==> src/rtl/pwm_capture.sv <==
// PWM input capture: measures the period and the high time of an asynchronous PWM input.
// It publishes one result per completed period and flags an input that stops toggling.
module pwm_capture #(
  parameter int WIDTH       = 32,
  parameter int SYNC_STAGES = 2,
  parameter int TIMEOUT     = 65535
) (
  input  logic             clk,
  input  logic             reset,
  input  logic             enable,
  input  logic             pwm_in,
  output logic [WIDTH-1:0] period_out,
  output logic [WIDTH-1:0] high_out,
  output logic             valid,
  output logic             stuck,
  output logic             stuck_level
);

  typedef enum logic [1:0] {WAIT_RISE, HIGH, LOW, STUCK} state_e;

  localparam logic [WIDTH-1:0] TIMEOUT_CNT = WIDTH'(TIMEOUT);
  localparam logic [WIDTH-1:0] CNT_MAX     = '1;

  logic [SYNC_STAGES-1:0] sync_q;
  logic                   s_d_q;
  logic                   s, rise, fall, timeout;

  state_e           state_q, state_d;
  logic [WIDTH-1:0] cnt_q, cnt_d;
  logic [WIDTH-1:0] hcnt_q, hcnt_d;
  logic [WIDTH-1:0] period_q, period_d;
  logic [WIDTH-1:0] high_q, high_d;
  logic             valid_q, valid_d;
  logic             stuck_q, stuck_d;
  logic             stuck_level_q, stuck_level_d;

  assign s       = sync_q[SYNC_STAGES-1];
  assign rise    = s & ~s_d_q;
  assign fall    = ~s & s_d_q;
  assign timeout = (cnt_q >= TIMEOUT_CNT);

  // The synchroniser keeps running while disabled, so re-enabling with the
  // input already high does not fabricate a rising edge.
  always_ff @(posedge clk or negedge reset) begin
    if (!reset) begin
      sync_q <= '0;
      s_d_q  <= 1'b0;
    end else begin
      // NOTE: non-blocking assignments make every flop sample the pre-edge
      // value, which is what turns this chain into a shift register.
      sync_q <= {sync_q[SYNC_STAGES-2:0], pwm_in};
      s_d_q  <= s;
    end
  end

  always_comb begin
    // NOTE: every variable receives a default before any branch, so no path
    // leaves one unassigned and no latch is inferred.
    state_d       = state_q;
    cnt_d         = (state_q != WAIT_RISE && cnt_q != CNT_MAX) ? cnt_q + 1'b1 : cnt_q;
    hcnt_d        = hcnt_q;
    period_d      = period_q;
    high_d        = high_q;
    valid_d       = 1'b0;
    stuck_d       = stuck_q;
    stuck_level_d = stuck_level_q;

    if (!enable) begin
      state_d = WAIT_RISE;
      cnt_d   = '0;
      hcnt_d  = '0;
      stuck_d = 1'b0;
    end else begin
      unique case (state_q)
        WAIT_RISE: begin
          if (rise) begin
            state_d = HIGH;
            cnt_d   = WIDTH'(1);
          end
        end
        HIGH: begin
          if (fall) begin
            state_d = LOW;
            hcnt_d  = cnt_q;
          end else if (timeout) begin
            state_d       = STUCK;
            stuck_d       = 1'b1;
            stuck_level_d = s;
          end
        end
        LOW: begin
          // A rise coinciding with the timeout still closes a valid period.
          if (rise) begin
            state_d  = HIGH;
            period_d = cnt_q;
            high_d   = hcnt_q;
            valid_d  = 1'b1;
            cnt_d    = WIDTH'(1);
          end else if (timeout) begin
            state_d       = STUCK;
            stuck_d       = 1'b1;
            stuck_level_d = s;
          end
        end
        STUCK: begin
          if (rise) begin
            state_d = HIGH;
            stuck_d = 1'b0;
            cnt_d   = WIDTH'(1);
          end else if (fall) begin
            state_d = WAIT_RISE;
            stuck_d = 1'b0;
            cnt_d   = '0;
          end
        end
        default: state_d = WAIT_RISE;
      endcase
    end
  end

  always_ff @(posedge clk or negedge reset) begin
    if (!reset) begin
      state_q       <= WAIT_RISE;
      cnt_q         <= '0;
      hcnt_q        <= '0;
      period_q      <= '0;
      high_q        <= '0;
      valid_q       <= 1'b0;
      stuck_q       <= 1'b0;
      stuck_level_q <= 1'b0;
    end else begin
      state_q       <= state_d;
      cnt_q         <= cnt_d;
      hcnt_q        <= hcnt_d;
      period_q      <= period_d;
      high_q        <= high_d;
      valid_q       <= valid_d;
      stuck_q       <= stuck_d;
      stuck_level_q <= stuck_level_d;
    end
  end

  assign period_out  = period_q;
  assign high_out    = high_q;
  assign valid       = valid_q;
  assign stuck       = stuck_q;
  assign stuck_level = stuck_level_q;

endmodule
==> config.mk <==
export PLATFORM = sky130hd
export DESIGN_NAME = pwm_capture
export DESIGN_NICKNAME = d
export VERILOG_FILES = /design/src/rtl/pwm_capture.sv
export SDC_FILE = /design/constraint.sdc
export NUM_CORES = 1
export LEC_CHECK = 0
export BUFFER_PORTS_ARGS = -buffer_cell sky130_fd_sc_hd__buf_2
export CAP_MARGIN = 10
export CORE_ASPECT_RATIO = 0.6
export CORE_MARGIN = 2
export CORE_UTILIZATION = 45
export DETAILED_ROUTE_END_ITERATION = 12
export PLACE_DENSITY = 0.7
export SLEW_MARGIN = 0
export SYNTH_ARGS = -nofsm -noshare
export SYNTH_HDL_FRONTEND = slang
export SYNTH_SLANG_ARGS = --single-unit
==> constraint.sdc <==
create_clock -name clk -period 1.98 [get_ports clk]
set_input_delay 0.099 -clock clk [delete_from_list [all_inputs] [get_ports clk]]
set_output_delay 0.099 -clock clk [all_outputs]
set_load 0.005 [all_outputs]
==> impl_results.md, run 1 <==
- # rows: 32
- Synthesized Nets: ~530
- Most frequent cells in the layout: dfrtp_1, nand2_1, buf_2, buf_4, mux2_2
- Tmin final: between 2 and 2.5 ns
- IR drop worst, VDD: 0.590 mV
- Number of synthesized register bits: 136
- Ys async rst share: 100%
- Final instance area: 7650 µm²
- DRC viols: 0
- Largest net degree at the start of global routing: 54
- N_diodes: 0
- Starting Density: 46.0%
- CTS Buf Count: 17
- Die width: 151 µm
- Final #Nets: 660
- Post-Syn Area: 5870 µm²
- CORE AREA: 12,800 µm²
- First-pass detailed-route iteration total: 4
- Number of distinct library cells after synthesis: 46
- Slew headroom: ~72%
- Period utilization: 102%
- Post-synth EDFFs: 0
- HP Class: in -> async
- Final-report hold violation count: 0
- Gr usage total: between 20% and 30%
- Tot Pwr: 6.13 mW
- CTS Buffer Depth: 2
- DP Area: 6900 µm²
- Fin Hold WS: 0.166 ns
- Int Pwr: approximately 4.8 mW
- Post-DR wirelength/cell: roughly 17 µm
- Drt total wl: 14.1 mm
- RSZ-0062 raised after global routing: true
- Number of routed nets with antenna violations: 0
- Overflow after GRT: 0
- Flop pwr share: 45.7%
- Fillers: 1,017
- Via/cell ratio: roughly 5.5
- Failing checks: setup timing
- Required @ worst endpoint: 2.27 ns
- Sink Count: ~140
- Root Buffer: clkbuf_16
- DIE AREA: 14,000 µm²
- Global-route wire length before repair: 23.3 mm
- Dominant synthesized flop cell: dfrtp_1
- DP Wirelength: between 9 and 10 mm
- Switch share: a little over a fifth
- Syn-to-layout area delta: 30.3%
- Antenna violations before repair: 0
- Crit Path Category: reg -> reg
- Layout Cells excl Fill: 837
- Setup crit end kind: register
- Final setup fails: 6
- Mapped Avg Cell Area: about 11 µm²
- I/O Buffers: 70
- Via count: about 4,600
- Cell area power density: about 800 nW/µm²
- Seq/Total Area, Yosys: between 50% and 60%
- Tightest Pin Transition: 0.426 ns
- Startpoint Class: register
- Die span in y: 92.5 µm
- Max-cap viol count: 0
- Setup ws final: -0.0393 ns
- Layout cell share with drive strength beyond 1: 40.6%
- Reg area: between 3000 and 4000 µm²
- Max FO, Critical Path: 10
- Placed cell count: 798
- Final worst clock skew: 0.00767 ns
- Clk_lat worst skew: 0.41 ns
- Multi-input gate area: 2440 µm²
- Placer Congestion: 0.988
- Vias in the first global route: about 4,500
- Pleak: 3.66 nW
- Total number of yosys warnings: 0
- Status: finished with violations
- CTS clk-pin slew, worst paths: 0.05 ns
- # H-tree levels: 4
- Combinational Power Share: 3.2%
- Initial drt markers: ~350
- Most common cell after layout, fill and taps aside: dfrtp_1
- Sw power: 1.31 mW
- WP data arrival: 2.31 ns
- Io pins: just over 70
- Slew Limit Fails: 0
- CTS tree: built
- Clock power share: 51.0%
- Setup TNS: -0.0672 ns
- Cells after synthesis: 522
- Peak Freq: 495 MHz
-- cells in the mapped netlist, drive strengths merged (4+ instances only) --
| cell | number | share of area [%] |
|---|---|---|
| a21oi | 49 | 4.2 |
| buf | 9 | 0.87 |
| clkbuf | 23 | 1.5 |
| dfrtp | 136 | 58 |
| mux2 | 66 | 13 |
| nand2 | 81 | 5.2 |
| nand3 | 12 | 1.2 |
| nand4 | 9 | 1.3 |
| nor2 | 27 | 1.7 |
| nor3 | 7 | 0.68 |
| nor4 | 14 | 1.7 |
| o211ai | 6 | 0.77 |
| o21ai | 14 | 1.3 |
| o31ai | 4 | 0.51 |
| or3 | 10 | 1.1 |
| or4 | 9 | 1.3 |
| xnor2 | 11 | 1.6 |
| xor2 | 5 | 0.75 |
-- repair_timing --
item,CTS,global route
hold buffers,3,0
endpoints found under the hold margin,105,0
buffers inserted,0,5
pin swaps,1,4
endpoints found under the setup margin,6,29
gates resized for setup,2,19
-- power by group through the flow --
stage | registers [mW] | clock network (mW) | logic [mW]
global placement | 2.85 | 0 | 0.187
global route | 2.80 | 3.33 | 0.221
CTS | 2.80 | 3.18 | 0.194
detailed placement | 2.85 | 0 | 0.189
floorplan | 2.85 | 0 | 0.0676
finish | 2.80 | 3.13 | 0.198
-- final cells by class --
class                   instances  share of cell area [%]
flip-flops and latches        136                    44.5
multi-input cells             350                    31.9
repair buffers                146                    13.0
clock buffers                  18                    5.61
well taps                     170                    2.78
clock inverters                13                    2.06
inverters                       4                   0.196
-- worst max-delay path: stages (launching register included) --
cell and delay (ns):
dfrtp_1 0.36, nand4_1 0.21, or4_4 0.65, or3_1 0.41, o32ai_2 0.21, nor2_1 0.06
-- worst paths after layout --
kind / start / to / slack (ns) / cells past startpoint
min in group clk: pwm_in / sync_q[0]$_DFF_PN0_ / 0.34 / 2
max in group asynchronous: reset / cnt_q[5]$_DFF_PN0_ / 1.20 / 3
hold reg to reg: sync_q[0]$_DFF_PN0_ / sync_q[1]$_DFF_PN0_ / 0.35 / 0
setup / recovery: cnt_q[27]$_DFF_PN0_ / cnt_q[0]$_DFF_PN0_ / -0.04 / 5
setup reg to reg: cnt_q[27]$_DFF_PN0_ / cnt_q[0]$_DFF_PN0_ / -0.04 / 5
hold / removal: reset / valid$_DFF_PN0_ / 0.17 / 2
-- sequential cells by signal, indices dropped and copies added, names as in the netlist, 2 cells and up --
name	cells
cnt_q	32
hcnt_q	32
high_out	32
period_out	32
state_q	2
sync_q	2
-- cells by family after synthesis --
| logic type | synth area share (%) |
|---|---|
| XOR/XNOR | 2.39 |
| AND/OR/NAND/NOR | 16.1 |
| flip-flops | 58.0 |
| buffers and inverters | 2.60 |
| AO/OA/AOI/OAI | 8.10 |
| multiplexers | 12.7 |
| adder cells (fa/ha/maj) | 0.213 |
-- metal layers --
layer / up-vias / GRT usage (%) / wire (µm)
li1: 2125 / - / -
met1: 2308 / 32.4 / 6810
met2: 163 / 31.4 / 6190
met3: 23 / 4.33 / 912
met4: 0 / 7.32 / 218
met5: - / 0 / 0
-- per-stage QoR --
stage | util (%) | setup slack, ns
2_1_floorplan | - | -0.0252
3_3_place_gp | 54.0 | 0.0133
3_5_place_dp | 54.0 | 0.00326
4_1_cts | 59.0 | -0.00531
5_1_grt | 59.9 | -0.0990
6_report | 59.9 | -0.0393
(Power assumes the default switching activity.)
==> run 2: changes to the inputs <==
Settings changed: PLACE_DENSITY 0.7 to 0.67.
==> impl_results.md, run 2 (synthesis results as in run 1) <==
- Vias in the first global route: 4,553
- Most common cell after layout, fill and taps aside: dfrtp_1
- Initial drt markers: 284
- Gr usage total: 22.1%
- Required @ worst endpoint: ~2.3 ns
- Post-DR wirelength/cell: about 17 µm
- DRC viols: 0
- Slew Limit Fails: 0
- Syn-to-layout area delta: 31.8%
- Largest net degree at the start of global routing: 66
- Io pins: 71
- CTS Buffer Depth: 2
- CTS Buf Count: 17
- Via/cell ratio: 5.52
- Final worst clock skew: approximately 0.0090 ns
- Final setup fails: 2
- I/O Buffers: 70
- # H-tree levels: 4
- Peak Freq: 503 MHz
- Root Buffer: clkbuf_16
- N_diodes: 0
- Overflow after GRT: 0
- Placer Congestion: 0.901
- Most frequent cells in the layout: dfrtp_1, nand2_1, buf_4, buf_2, mux2_2
- Status: finished with violations
- R2R Path Start: cnt_q[19]$_DFF_PN0_
- Drt total wl: 14.6 mm
- IR drop worst, VDD: 0.591 mV
- Pre-CTS setup slack: -0.113 ns
- Reg-to-reg slack, setup: -0.007 ns
- Fin Hold WS: 0.181 ns
- Failing checks: setup timing
- Layout cell share with drive strength beyond 1: between 40% and 50%
- Sink Count: 136
- Clk_lat worst skew: ~0.42 ns
- Period utilization: 100%
- DP Wirelength: 9.78 mm
- Global-route wire length before repair: around 24 mm
- Max FO, Critical Path: 4
- Via count: 4,646
- Cell area power density: slightly above 800 nW/µm²
- Setup ws final: -0.00704 ns
- CTS clk-pin slew, worst paths: 0.06 ns
- HP Class: in -> async
- CTS tree: built
- Setup crit end kind: register
- Slew headroom: 67.0%
- Tightest Pin Transition: 0.490 ns
- Final #Nets: 663
- DIE AREA: approximately 14,000 µm²
- CORE AREA: about 13,000 µm²
- Number of routed nets with antenna violations: 0
- FF-to-FF End: cnt_q[28]$_DFF_PN0_
- # rows: 32
- Die span in y: 92.5 µm
- Antenna violations before repair: 0
- Starting Density: 46.0%
- Setup TNS: -0.00971 ns
- WP data arrival: 2.28 ns
- RSZ-0062 raised after global routing: true
- First-pass detailed-route iteration total: 5
- R2R depth: 6
- Startpoint Class: register
- Final-report hold violation count: 0
- Pleak: approximately 3.6 nW
- Tmin final: a little under 2 ns
- Crit Path Category: reg -> reg
- Die width: 151 µm
- Max-cap viol count: 0
-- run 2: power breakdown --
part	total, mW	internal (mW)	switching [mW]	leakage, nW
clock	3.25	2.03	1.23	0.279
sequential	2.80	2.79	0.0122	1.89
combinational	0.191	0.0544	0.136	1.48
-- run 2: final cells by class --
type | count | area [µm²]
repair buffers | 148 | 991
fillers | 1060 | 5030
clock inverters | 13 | 170
inverters | 4 | 15.0
multi-input cells | 351 | 2500
flip-flops and latches | 136 | 3410
clock buffers | 19 | 443
well taps | 170 | 213
-- run 2: timing repair --
item | 4_1_cts | 5_1_grt
endpoints found under the hold margin | 46 | 0
hold buffers | 3 | 0
setup buffers | 2 | 5
endpoints found under the setup margin | 10 | 27
pin swaps | 1 | 11
cloned | 0 | 1
gates resized for setup | 5 | 27
-- run 2: per-layer routing --
layer | global-route usage, % | vias to the layer above | share of wire, %
li1 | - | 2138 | -
met1 | 32.5 | 2349 | 48
met2 | 33.0 | 146 | 45
met3 | 4.33 | 13 | 5.4
met4 | 6.85 | 0 | 0.97
met5 | 0 | - | 0
-- run 2: how the worst max path moves through the flow --
stage | start | end
floorplan | cnt_q[26]$_DFF_PN0_ | cnt_q[0]$_DFF_PN0_
global placement | cnt_q[0]$_DFF_PN0_ | cnt_q[14]$_DFF_PN0_
detailed placement | cnt_q[1]$_DFF_PN0_ | cnt_q[14]$_DFF_PN0_
CTS | cnt_q[1]$_DFF_PN0_ | cnt_q[12]$_DFF_PN0_
global route | cnt_q[13]$_DFF_PN0_ | cnt_q[24]$_DFF_PN0_
finish | cnt_q[19]$_DFF_PN0_ | cnt_q[28]$_DFF_PN0_
-- run 2: critical path, cell delays in order, from the launching register on --
cell      delay [ns]
dfrtp_1         0.37
nand4_2         0.14
buf_4           0.18
or4_1           0.59
nor4bb_1        0.35
xnor2_1         0.17
nor2_1          0.07
-- run 2: metrics by stage --
stage | std cells | total power, mW | utilization [%] | cell area [µm²]
6_report | 841 | 6.25 | 60.6 | 7740
3_3_place_gp | 798 | 3.03 | 53.9 | 6890
3_5_place_dp | 798 | 3.03 | 53.9 | 6890
5_1_grt | 841 | 6.46 | 60.6 | 7740
4_1_cts | 835 | 6.30 | 59.2 | 7560
2_1_floorplan | 522 | 2.92 | - | 5920
==> run 3: changes to the inputs <==
Settings changed: CAP_MARGIN 10 to 20, REMOVE_ABC_BUFFERS set to 1.
==> impl_results.md, run 3 (synthesis results as in run 1) <==
- CORE AREA: 12,800 µm²
- Slew headroom: 70.7%
- R2R depth: 6
- CTS tree: built
- Slowest cell on the critical path: or4_4
- Overflow after GRT: 0
- Layout cell share with drive strength beyond 1: 42.2%
- Tmin final: 2.03 ns
- Total number of cells along the worst setup path: 6
- Pleak: 3.70 nW
- Slew Limit Fails: 0
- Most common cell after layout, fill and taps aside: dfrtp_1
- FF-to-FF End: cnt_q[2]$_DFF_PN0_
- Worst path cell trace: ha_2 -> nand4_1 -> or4_4 -> o211ai_1 -> xor2_1 -> nor2_1
- Die width: 151 µm
- Setup crit end kind: register
- Period utilization: 102%
- Vias in the first global route: 4,613
- I/O Buffers: 70
- HP Class: in -> async
- # rows: 32
- Post-DR wirelength/cell: 16.9 µm
- Io pins: 71
- N_diodes: 0
- Drt total wl: 14.3 mm
- CTS clk-pin slew, worst paths: 0.06 ns
- Number of routed nets with antenna violations: 0
- Placed cell count: roughly 800
- Gr usage total: roughly 22%
- Slowest Stage Delay on Critical Path: 0.60 ns
- Max-cap viol count: 0
- Failing checks: setup timing
- DIE AREA: 14,000 µm²
- IR drop worst, VDD: between 0.5 and 0.6 mV
- Antenna violations before repair: 0
- Required @ worst endpoint: about 2.3 ns
- Root Buffer: clkbuf_16
- Status: finished with violations
- Cell area power density: 803 nW/µm²
- Sink Count: 136
- Die span in y: 92.5 µm
- Reg-to-reg slack, setup: -0.05 ns
- Max FO, Critical Path: 6
- Tot Pwr: ~6.2 mW
- Fillers: around 1,000
- # H-tree levels: 4
- RSZ-0062 raised after global routing: true
- First-pass detailed-route iteration total: 6
- Global-route wire length before repair: 23.6 mm
- CTS Buf Count: 17
- Via count: ~4,600
- Initial drt markers: roughly 340
- Crit path max-delay family: simple AND/OR/NAND/NOR gates
- Layout Cells excl Fill: 847
- Final worst clock skew: about 0.01 ns
- Setup ws final: -0.0462 ns
- Startpoint Class: register
- DRC viols: 0
- Crit Path Category: reg -> reg
- Most frequent cells in the layout: dfrtp_1, nand2_1, buf_4, buf_2, mux2_2
- Largest net degree at the start of global routing: 55
- Setup TNS: -0.136 ns
- DP Wirelength: 9.56 mm
- Via/cell ratio: approximately 5.4
- Peak Freq: ~490 MHz
- Clk_lat worst skew: 0.42 ns
- Crit path launch: cnt_q[1]$_DFF_PN0_
- Final #Nets: about 670
- Final-report hold violation count: 0
- Final Core Density: 60.5%
- Placer Congestion: 0.876
- Syn-to-layout area delta: 31.6%
- CP endpoint: cnt_q[2]$_DFF_PN0_
- WP data arrival: 2.32 ns
- Worst path bufs/invs: 0
- R2R Path Start: cnt_q[1]$_DFF_PN0_
- Tightest Pin Transition: 0.440 ns
- CTS Buffer Depth: 2
- Final setup fails: 6
- Starting Density: 46.0%
[run 3: changes by cell type in the layout (fill, tap and decap cells not counted), moves of 2 or more]
cell / before / now
nand4_4: 2 / 0
buf_4: 70 / 76
dfrtp_1: 132 / 135
clkinv_4: 1 / 3
clkinv_2: 0 / 4
o21ai_0: 10 / 7
nor4_4: 3 / 1
o21ai_1: 3 / 5
dfrtp_2: 4 / 1
nand4_2: 1 / 3
clkinvlp_4: 6 / 3
nand2_1: 80 / 78
[run 3: worst min-delay path by stage]
stage	from	end	slack, ns
6_report	reset	cnt_q[15]$_DFF_PN0_	0.18
5_1_grt	reset	cnt_q[15]$_DFF_PN0_	0.21
4_1_cts	reset	cnt_q[15]$_DFF_PN0_	0.19
3_5_place_dp	reset	cnt_q[15]$_DFF_PN0_	0.06
3_3_place_gp	reset	cnt_q[15]$_DFF_PN0_	0.05
2_1_floorplan	reset	cnt_q[0]$_DFF_PN0_	-0.20
[run 3: power breakdown]
part / switching, mW / internal [mW] / leakage (nW)
Sequential: 0.00951 / 2.79 / 1.89
Clock: 1.23 / 1.98 / 0.289
Combinational: 0.138 / 0.0530 / 1.52
[run 3: final cells by class]
type                            instances  area [µm²]  area share [%]
Inverter                                4        15.0           0.194
Clock inverter                         15         176            2.28
Clock buffer                           17         425            5.51
Tap cell                              170         213            2.75
Timing Repair Buffer                  155        1060            13.7
Sequential cell                       136        3400            44.1
Multi-Input combinational cell        350        2430            31.4
[run 3: through the flow]
stage	instance area [µm²]	worst slack, ns	hold slack, ns
6_report	7720	-0.0462	0.179
2_1_floorplan	5730	-3.77	-0.197
3_5_place_dp	6880	-0.113	0.0583
3_3_place_gp	6880	0.00405	0.0502
4_1_cts	7570	0.00125	0.193
5_1_grt	7720	-0.144	0.211
[run 3: worst reg2reg max path, cell delays in order, from the launching register on]
cell      delay, ns
dfrtp_1        0.38
ha_2           0.21
nand4_1        0.20
or4_4          0.60
o211ai_1       0.28
xor2_1         0.18
nor2_1         0.06
[run 3: what timing repair did]
action | CTS | global route
hold buffers | 3 | 0
setup buffers | 7 | 6
setup endpoints to repair | 12 | 29
endpoints found under the hold margin | 53 | 0
gates resized for setup | 3 | 31
pin swaps | 4 | 9
[run 3: layer usage]
metal	part of all wire [%]	global-route usage [%]	up-vias
met5	0	0	-
met4	0.95	5.30	0
met2	45	32.3	135
met1	49	32.2	2277
li1	-	-	2143
met3	5.7	5.47	18
